## config.mk

```make
export PLATFORM = sky130hd
export DESIGN_NAME = exe_issue_ctrl
export DESIGN_NICKNAME = d
export VERILOG_FILES = /design/src/rtl/exe_issue_ctrl.sv
export SDC_FILE = /design/constraint.sdc
export NUM_CORES = 1
export LEC_CHECK = 0
export CAP_MARGIN = 30
export CELL_PAD_IN_SITES_DETAIL_PLACEMENT = 0
export CELL_PAD_IN_SITES_GLOBAL_PLACEMENT = 2
export CORE_AREA = 2 2 345 347
export DETAILED_ROUTE_END_ITERATION = 16
export DIE_AREA = 0 0 347 349
export DONT_BUFFER_PORTS = 1
export PLACE_DENSITY = 0.42
export SETUP_SLACK_MARGIN = 0.4
export SKIP_CTS_REPAIR_TIMING = 1
export SYNTH_ARGS = -nofsm -noshare
export SYNTH_HDL_FRONTEND = slang
export SYNTH_SLANG_ARGS = --single-unit
```

## constraint.sdc

```tcl
create_clock -name clk -period 34.5 [get_ports clk]
set_input_delay 3.45 -clock clk [delete_from_list [all_inputs] [get_ports clk]]
set_output_delay 3.45 -clock clk [all_outputs]
set_load 0.01 [all_outputs]
```

## src/rtl/exe_issue_ctrl.sv

```systemverilog
// exe_issue_ctrl: sequences one instruction at a time through the
// combinational execute datapath or the external multi-cycle MDU.
// Ports:
//   id_*       instruction in (valid/ready)
//   ex_*       latched fields out to the datapath; datapath results back in
//   mdu_*      MDU start pulse, done strobe and result
//   wb_*       held result (valid/ready)
//   redirect_* PC redirect, qualified by the wb handshake
module exe_issue_ctrl #(
  parameter int XLEN        = 64,
  parameter int MDU_TIMEOUT = 64,
  parameter int TO_W        = 7
) (
  input  logic            clk,
  input  logic            rst,
  input  logic            flush,
  input  logic            id_valid,
  output logic            id_ready,
  input  logic [4:0]      id_inst_type,
  input  logic [7:0]      id_inst_opcode,
  input  logic            id_is_mdu,
  input  logic [XLEN-1:0] id_op1,
  input  logic [XLEN-1:0] id_op2,
  input  logic [XLEN-1:0] id_pc,
  input  logic [XLEN-1:0] id_offset,
  input  logic            id_w,
  output logic [4:0]      ex_inst_type,
  output logic [7:0]      ex_inst_opcode,
  output logic [XLEN-1:0] ex_op1,
  output logic [XLEN-1:0] ex_op2,
  output logic [XLEN-1:0] ex_pc,
  output logic [XLEN-1:0] ex_offset,
  output logic            ex_w,
  output logic            ex_pc_ena,
  input  logic [XLEN-1:0] ex_rd_data,
  input  logic            ex_rd_ena,
  input  logic            ex_pc_ena_if,
  input  logic [XLEN-1:0] ex_pc_if,
  output logic            mdu_req,
  input  logic            mdu_done,
  input  logic [XLEN-1:0] mdu_result,
  output logic            wb_valid,
  input  logic            wb_ready,
  output logic [XLEN-1:0] wb_rd_data,
  output logic            wb_rd_ena,
  output logic            wb_err,
  output logic            redirect_valid,
  output logic [XLEN-1:0] redirect_pc
);

  localparam logic [2:0] S_IDLE   = 3'd0;
  localparam logic [2:0] S_EXEC   = 3'd1;
  localparam logic [2:0] S_MWAIT  = 3'd2;
  localparam logic [2:0] S_RESULT = 3'd3;
  localparam logic [2:0] S_DRAIN  = 3'd4;

  localparam logic [TO_W-1:0] TO_LAST = TO_W'(MDU_TIMEOUT - 1);

  logic [2:0]      state_q, state_d;
  logic [4:0]      type_q, type_d;
  logic [7:0]      opc_q, opc_d;
  logic [XLEN-1:0] op1_q, op1_d;
  logic [XLEN-1:0] op2_q, op2_d;
  logic [XLEN-1:0] pc_q, pc_d;
  logic [XLEN-1:0] off_q, off_d;
  logic            w_q, w_d;
  logic            mdu_q, mdu_d;
  logic [TO_W-1:0] cnt_q, cnt_d;
  logic [XLEN-1:0] rdata_q, rdata_d;
  logic            rena_q, rena_d;
  logic            redir_q, redir_d;
  logic [XLEN-1:0] rpc_q, rpc_d;
  logic            err_q, err_d;
  logic            accept;

  always_comb begin
    state_d = state_q;
    type_d  = type_q;
    opc_d   = opc_q;
    op1_d   = op1_q;
    op2_d   = op2_q;
    pc_d    = pc_q;
    off_d   = off_q;
    w_d     = w_q;
    mdu_d   = mdu_q;
    cnt_d   = cnt_q;
    rdata_d = rdata_q;
    rena_d  = rena_q;
    redir_d = redir_q;
    rpc_d   = rpc_q;
    err_d   = err_q;

    id_ready = ~flush &
      ((state_q == S_IDLE) |
       ((state_q == S_RESULT) & wb_ready));
    accept = id_valid & id_ready;

    case (state_q)
      S_IDLE: ;
      S_EXEC: begin
        if (flush) begin
          state_d = S_IDLE;
        end else if (mdu_q) begin
          cnt_d   = '0;
          state_d = S_MWAIT;
        end else begin
          rdata_d = ex_rd_data;
          rena_d  = ex_rd_ena;
          redir_d = ex_pc_ena_if;
          rpc_d   = ex_pc_if;
          err_d   = 1'b0;
          state_d = S_RESULT;
        end
      end
      S_MWAIT: begin
        if (flush) begin
          // keep counting so the drain still times out
          cnt_d   = cnt_q + TO_W'(1);
          state_d = mdu_done ? S_IDLE : S_DRAIN;
        end else if (mdu_done) begin
          rdata_d = mdu_result;
          rena_d  = 1'b1;
          redir_d = 1'b0;
          err_d   = 1'b0;
          state_d = S_RESULT;
        end else if (cnt_q == TO_LAST) begin
          rdata_d = '1;
          rena_d  = 1'b0;
          redir_d = 1'b0;
          err_d   = 1'b1;
          state_d = S_RESULT;
        end else begin
          cnt_d = cnt_q + TO_W'(1);
        end
      end
      S_RESULT: begin
        if (flush || wb_ready) state_d = S_IDLE;
      end
      S_DRAIN: begin
        if (mdu_done || cnt_q >= TO_LAST) begin
          state_d = S_IDLE;
        end else begin
          cnt_d = cnt_q + TO_W'(1);
        end
      end
      default: state_d = S_IDLE;
    endcase

    if (accept) begin
      type_d  = id_inst_type;
      opc_d   = id_inst_opcode;
      op1_d   = id_op1;
      op2_d   = id_op2;
      pc_d    = id_pc;
      off_d   = id_offset;
      w_d     = id_w;
      mdu_d   = id_is_mdu;
      state_d = S_EXEC;
    end
  end

  always_ff @(posedge clk or posedge rst) begin
    if (rst) begin
      state_q <= S_IDLE;
      type_q  <= '0;
      opc_q   <= '0;
      op1_q   <= '0;
      op2_q   <= '0;
      pc_q    <= '0;
      off_q   <= '0;
      w_q     <= 1'b0;
      mdu_q   <= 1'b0;
      cnt_q   <= '0;
      rdata_q <= '0;
      rena_q  <= 1'b0;
      redir_q <= 1'b0;
      rpc_q   <= '0;
      err_q   <= 1'b0;
    end else begin
      state_q <= state_d;
      type_q  <= type_d;
      opc_q   <= opc_d;
      op1_q   <= op1_d;
      op2_q   <= op2_d;
      pc_q    <= pc_d;
      off_q   <= off_d;
      w_q     <= w_d;
      mdu_q   <= mdu_d;
      cnt_q   <= cnt_d;
      rdata_q <= rdata_d;
      rena_q  <= rena_d;
      redir_q <= redir_d;
      rpc_q   <= rpc_d;
      err_q   <= err_d;
    end
  end

  assign ex_inst_type   = type_q;
  assign ex_inst_opcode = opc_q;
  assign ex_op1         = op1_q;
  assign ex_op2         = op2_q;
  assign ex_pc          = pc_q;
  assign ex_offset      = off_q;
  assign ex_w           = w_q;
  assign ex_pc_ena      = (state_q == S_EXEC);

  // a flushed EXEC never starts the MDU
  assign mdu_req = (state_q == S_EXEC) & mdu_q & ~flush;

  assign wb_valid   = (state_q == S_RESULT) & ~flush;
  assign wb_rd_data = rdata_q;
  assign wb_rd_ena  = rena_q;
  assign wb_err     = err_q;

  assign redirect_valid = (state_q == S_RESULT) & wb_ready &
                          redir_q & ~flush;
  assign redirect_pc    = rpc_q;

endmodule

```

## Yosys cells after proc, flatten, opt, wreduce, memory -nomap -nowiden

Index checks and enable logic that the tools add are counted.

| cells by class | value |
|---|---|
| reduce and logical (&&, ||, !) cells | 9 |
| order comparisons | 1 |
| multiplexer cells | 40 |
| equal/unequal tests | 17 |
| $add $sub $neg | 1 |
| bitwise operators | 11 |

Operators by type and width:

| kind | number |
|---|---|
| 2-to-1 mux 64 bit | 5 |
| one-hot mux 64 bit (2 select lines) | 1 |
| 2-to-1 mux 7 bit | 6 |
| 2-to-1 mux 3 bit | 7 |
| one-hot mux 7 bit (3 select lines) | 1 |
| 2-to-1 mux 1 bit | 15 |
| one-hot mux 3 bit (5 select lines) | 1 |
| inequality test 3 bit, second input constant | 4 |
| inequality test 2 bit, second input constant | 5 |
| AND 1 bit | 8 |
| adder 7 x 1 -> 7 bit, second input constant | 1 |
| == test 7 x 6 -> 1 bit, second input constant | 1 |
| greater-or-equal comparator 7 x 6 -> 1 bit, second input constant | 1 |
| == test 3 x 2 -> 1 bit, second input constant | 2 |
| one-hot mux 1 bit (2 select lines) | 3 |
| AND reduction 6 bit | 1 |
| inequality test 5 bit, second input constant | 1 |
| AND reduction 5 bit | 1 |
| AND reduction 4 bit | 1 |
| == test 3 x 1 -> 1 bit, second input constant | 1 |
| == test 3 bit, second input constant | 1 |
| zero test 3 bit | 1 |
| inequality test 3 x 2 -> 1 bit, second input constant | 1 |
| AND reduction 3 bit | 1 |
| other kinds (7) | 9 |

| storage, ports and cells | value |
|---|---|
| logic and storage cells | 94 |
| bits in registers | 412 |
| input port bits | 471 |
| output and inout bits | 405 |

## Logic depth before layout (Yosys ltp)

| logic depth | value |
|---|---|
| word-level depth | 7 |
| mapped depth | 8 |
| mapped depth without buffers | 5 |

## Worst setup path before layout

No wires, ideal clock.

| timing path | value |
|---|---|
| kind | input -> output |
| start | input port flush |
| end | output port redirect_valid |
| data required time | 31050 ps |
| arrival time | 4035 ps |
| path buffers | 0 |
| slack | 27015 ps |
| stages on the path | 2 |
| cell sequence | nor3_1 -> and3_1 |

| on the way | value |
|---|---|
| cells in the longest elaborated chain, start to end | 2 |

RTL lines:

| item | RTL line | RTL |
|---|---|---|
| start: declaration | 16 | `input logic flush,` |
| inverter 1 bit (no line) | - |  |
| AND 1 bit | 216 | `redir_q & ~flush;` |
| end: declaration | 47 | `output logic redirect_valid,` |

No other way between the ends.

## Worst setup path in the final report

Ends and elaborated chain as after synthesis.

==> flow_summary.yaml <==
sta:
  fin_skew_ps: 24.42
  tns_ps: 0
  period_needed_ps: 7756
  finalHoldViolCount: 0
  maxSlewHeadroom: 0.3874
  finalCritPeriodShare: 0.2248
  report.final.slew_viol_count: 0
  fmaxAchievable_mhz: 128.9
  finalSetupViolations: 0
  rsz0062_at_grt: "false"
  worstMarginPinSlew_ps: 916.8
setup_path:
  required_ps: 31050
  critPathKind: "input pin to output port"
  cp.arrival_ps: 4310
  slowest_stage: "nor3_1"
  path_buf_inv: 0
  cp_slowest_stage_delay_ps: 510
  critPathTopFamily: "simple AND/OR/NAND/NOR gates"
  cp_cell_sequence: "nor3_1, and3_1"
  startpoint_type: "input pin"
  crit_fanout: 6
  endpoint_kind: "output port"
route:
  wl_mm: 53.64
  vias: 9388
  drcViolationCount: 0
  routedWlPerCell_um: 19.63
  drtIter0Drc: 449
  ant_nets: 0
  dr.pass1.iters: 5
  routed_via_density: 3.436
clocking:
  cts_tree: "built"
  numCtsBuffers: 50
  htree_levels: 2
  root_buffer: "clkbuf_16"
  clock-sinks: 412
  clk_path_buf_depth: 3
  path_clk_slew_ps: 50
  clk_latency_ps: 610
layout:
  drive_gt1_frac: 0.3614
  syn_to_final_growth_pct: 19.97
  fin_nets: 1622
  fillers: 12810
pwr:
  ir_worst_vdd_mv: 0.03843
  total_power_w: 0.002062
  power_density_nw_per_um2: 101.5
  internal-power_w: 0.001336
  pwr-share-comb: 0.211
  pwr-share-seq: 0.518
  clockPowerShare: 0.271
  p_leak_nw: 8.294
  switchingPower_w: 0.0007260
  switching_share: 0.3520
floorplanning:
  die_area_sq_um: 121100
  die_h_um: 349
  pin_count: 876
  rows: 126
  die_w_um: 347
  core_area_sq_um: 117500
  start_util: 0.1442
global_routing:
  grt_pass1_vias: 10450
  antenna_found_initial: 13
  grt_overflow: 0
  groute.usage.overall: 0.08357
  grt_pass1_wl_mm: 75.03
  grt_start_max_net_pins: 156
place:
  gp_congestion: 0.7555
  dp_hpwl_mm: 40.49
  portBuffers: 0
worst_hold_path:
  hold_class: "flop to flop"
synth:
  synthArstFlopShare: 1.000
  ys_seq_area_frac: 0.6088
  synth_cells: 1152
  yosys_warnings: 0
  avgSynthCellArea_sq_um: 14.70
  syn_nets: 1624
  synth_area_sq_um: 16930
  ys.flop_type: "dfrtp_1"
  synth_edf_count: 0
  yosys_register_bits: 412
  yosysUniqueCellTypes: 52
job:
  cap_violations: 0
status:
  outcome: "finished clean"
per-layer routing:
metal / vias up / share of wire / global-route usage
li1: 4056 / - / -
met1: 4743 / 0.34 / 0.08294
met2: 494 / 0.53 / 0.1527
met3: 93 / 0.095 / 0.03635
met4: 2 / 0.032 / 0.03230
met5: - / 0.00022 / 0
synthesized netlist by cell type (all sizes together) (2+ instances only):
cell / instances / share of area
o21ai: 3 / 0.0011
dfrtp: 412 / 0.61
nor3b: 4 / 0.0021
a21oi: 2 / 0.00059
a211o: 2 / 0.0010
and2: 2 / 0.00074
and3: 7 / 0.0026
clkbuf: 9 / 0.0020
buf: 61 / 0.028
nor4b: 2 / 0.0028
inv: 69 / 0.015
mux2: 399 / 0.28
nor2b: 2 / 0.00074
o22ai: 2 / 0.00074
or2: 2 / 0.00074
nor3: 6 / 0.0018
nand2: 2 / 0.00044
a31oi: 64 / 0.024
o31ai: 2 / 0.0012
a221o: 4 / 0.0024
nor2: 71 / 0.016
nand3: 5 / 0.0015
cell families after synthesis:
group                      after synthesis  synth area share
xor gates and xnor gates                 1         0.0005173
and+or+nand+nor                        107           0.03089
buffers and inverters                  139           0.04559
adders and majority gates                1         0.0007388
muxes                                  400            0.2759
DFF                                    412            0.6088
AOI/OAI and AO/OA                       92           0.03754
layout make-up:
type,instances,area [sq um],area share
Timing Repair Buffer,16,172.7,0.008499
Antenna cell,9,22.52,0.001109
Clock buffer,70,1448,0.07126
Tap cell,1536,1922,0.09460
Clock inverter,19,299.0,0.01472
Multi-Input combinational cell,601,5876,0.2892
Sequential cell,412,10310,0.5075
Inverter,69,266.5,0.01312
registers in the layout, indices dropped and copies added, names as in the netlist:
| register | cells |
|---|---|
| cnt_q | 7 |
| ex_w | 1 |
| wb_err | 1 |
| ex_inst_type | 5 |
| state_q | 3 |
| ex_op2 | 64 |
| redirect_pc | 64 |
| ex_pc | 64 |
| ex_op1 | 64 |
| redir_q | 1 |
| mdu_q | 1 |
| ex_inst_opcode | 8 |
| wb_rd_ena | 1 |
| ex_offset | 64 |
| wb_rd_data | 64 |
power by group through the flow:
| stage | registers, W | clock network [W] | logic [W] |
|---|---|---|---|
| final | 0.00107 | 0.000559 | 0.000434 |
| after global routing | 0.00110 | 0.000604 | 0.000483 |
| after CTS | 0.00108 | 0.000584 | 0.000443 |
| after detailed placement | 0.00109 | 0 | 0.000444 |
| after global placement | 0.00110 | 0 | 0.000428 |
| after floorplan | 0.000967 | 0 | 0.000395 |
worst paths after layout:
path	depth (start not counted)	to	slack, ps	from
max in group asynchronous	4	ex_op2[56]	29130	rst
min in group asynchronous	1	ex_offset[12]	2720	rst
min reg2reg	1	ex_offset[34]	560	ex_offset[34]
max	2	redirect_valid	26740	flush
min	1	ex_offset[34]	560	ex_offset[34]
max reg2reg	5	wb_rd_data[34]	31180	state_q[0]
through the flow:
stage / area (sq um) / utilization / cells / hold WS [ps] / worst slack (ps)
floorplan: 16930 / - / 1152 / 465.1 / 19590
global placement: 18490 / 0.1574 / 2632 / 549.4 / 26760
detailed placement: 18490 / 0.1574 / 2632 / 546.9 / 26720
CTS: 20240 / 0.1723 / 2721 / 560.5 / 26730
global route: 20310 / 0.1729 / 2730 / 578.3 / 26650
finish: 20320 / 0.1730 / 2732 / 556.0 / 26740
placed cells by master, fill, tap and decap left out, types with 2 or more instances in the layout:
master,Yosys,routed
and3_1,7,7
nand2_1,2,2
bufinv_16,0,7
clkbuf_8,0,10
inv_1,69,68
clkbuf_1,9,9
nor3b_1,3,3
mux2_4,45,45
nor3_1,6,6
dfrtp_1,412,412
buf_16,0,2
o21ai_0,2,2
nor2_1,70,69
clkinv_2,0,7
o22ai_1,2,2
a221o_1,4,4
a21oi_1,2,2
mux2_2,275,275
diode_2,0,9
mux2_1,79,79
nand3_1,5,5
buf_4,15,13
clkinv_4,0,2
a211o_1,2,2
clkbuf_16,0,51
a31oi_1,64,64
nor4b_4,2,2
Note: power is estimated with default switching activity, not from simulation.
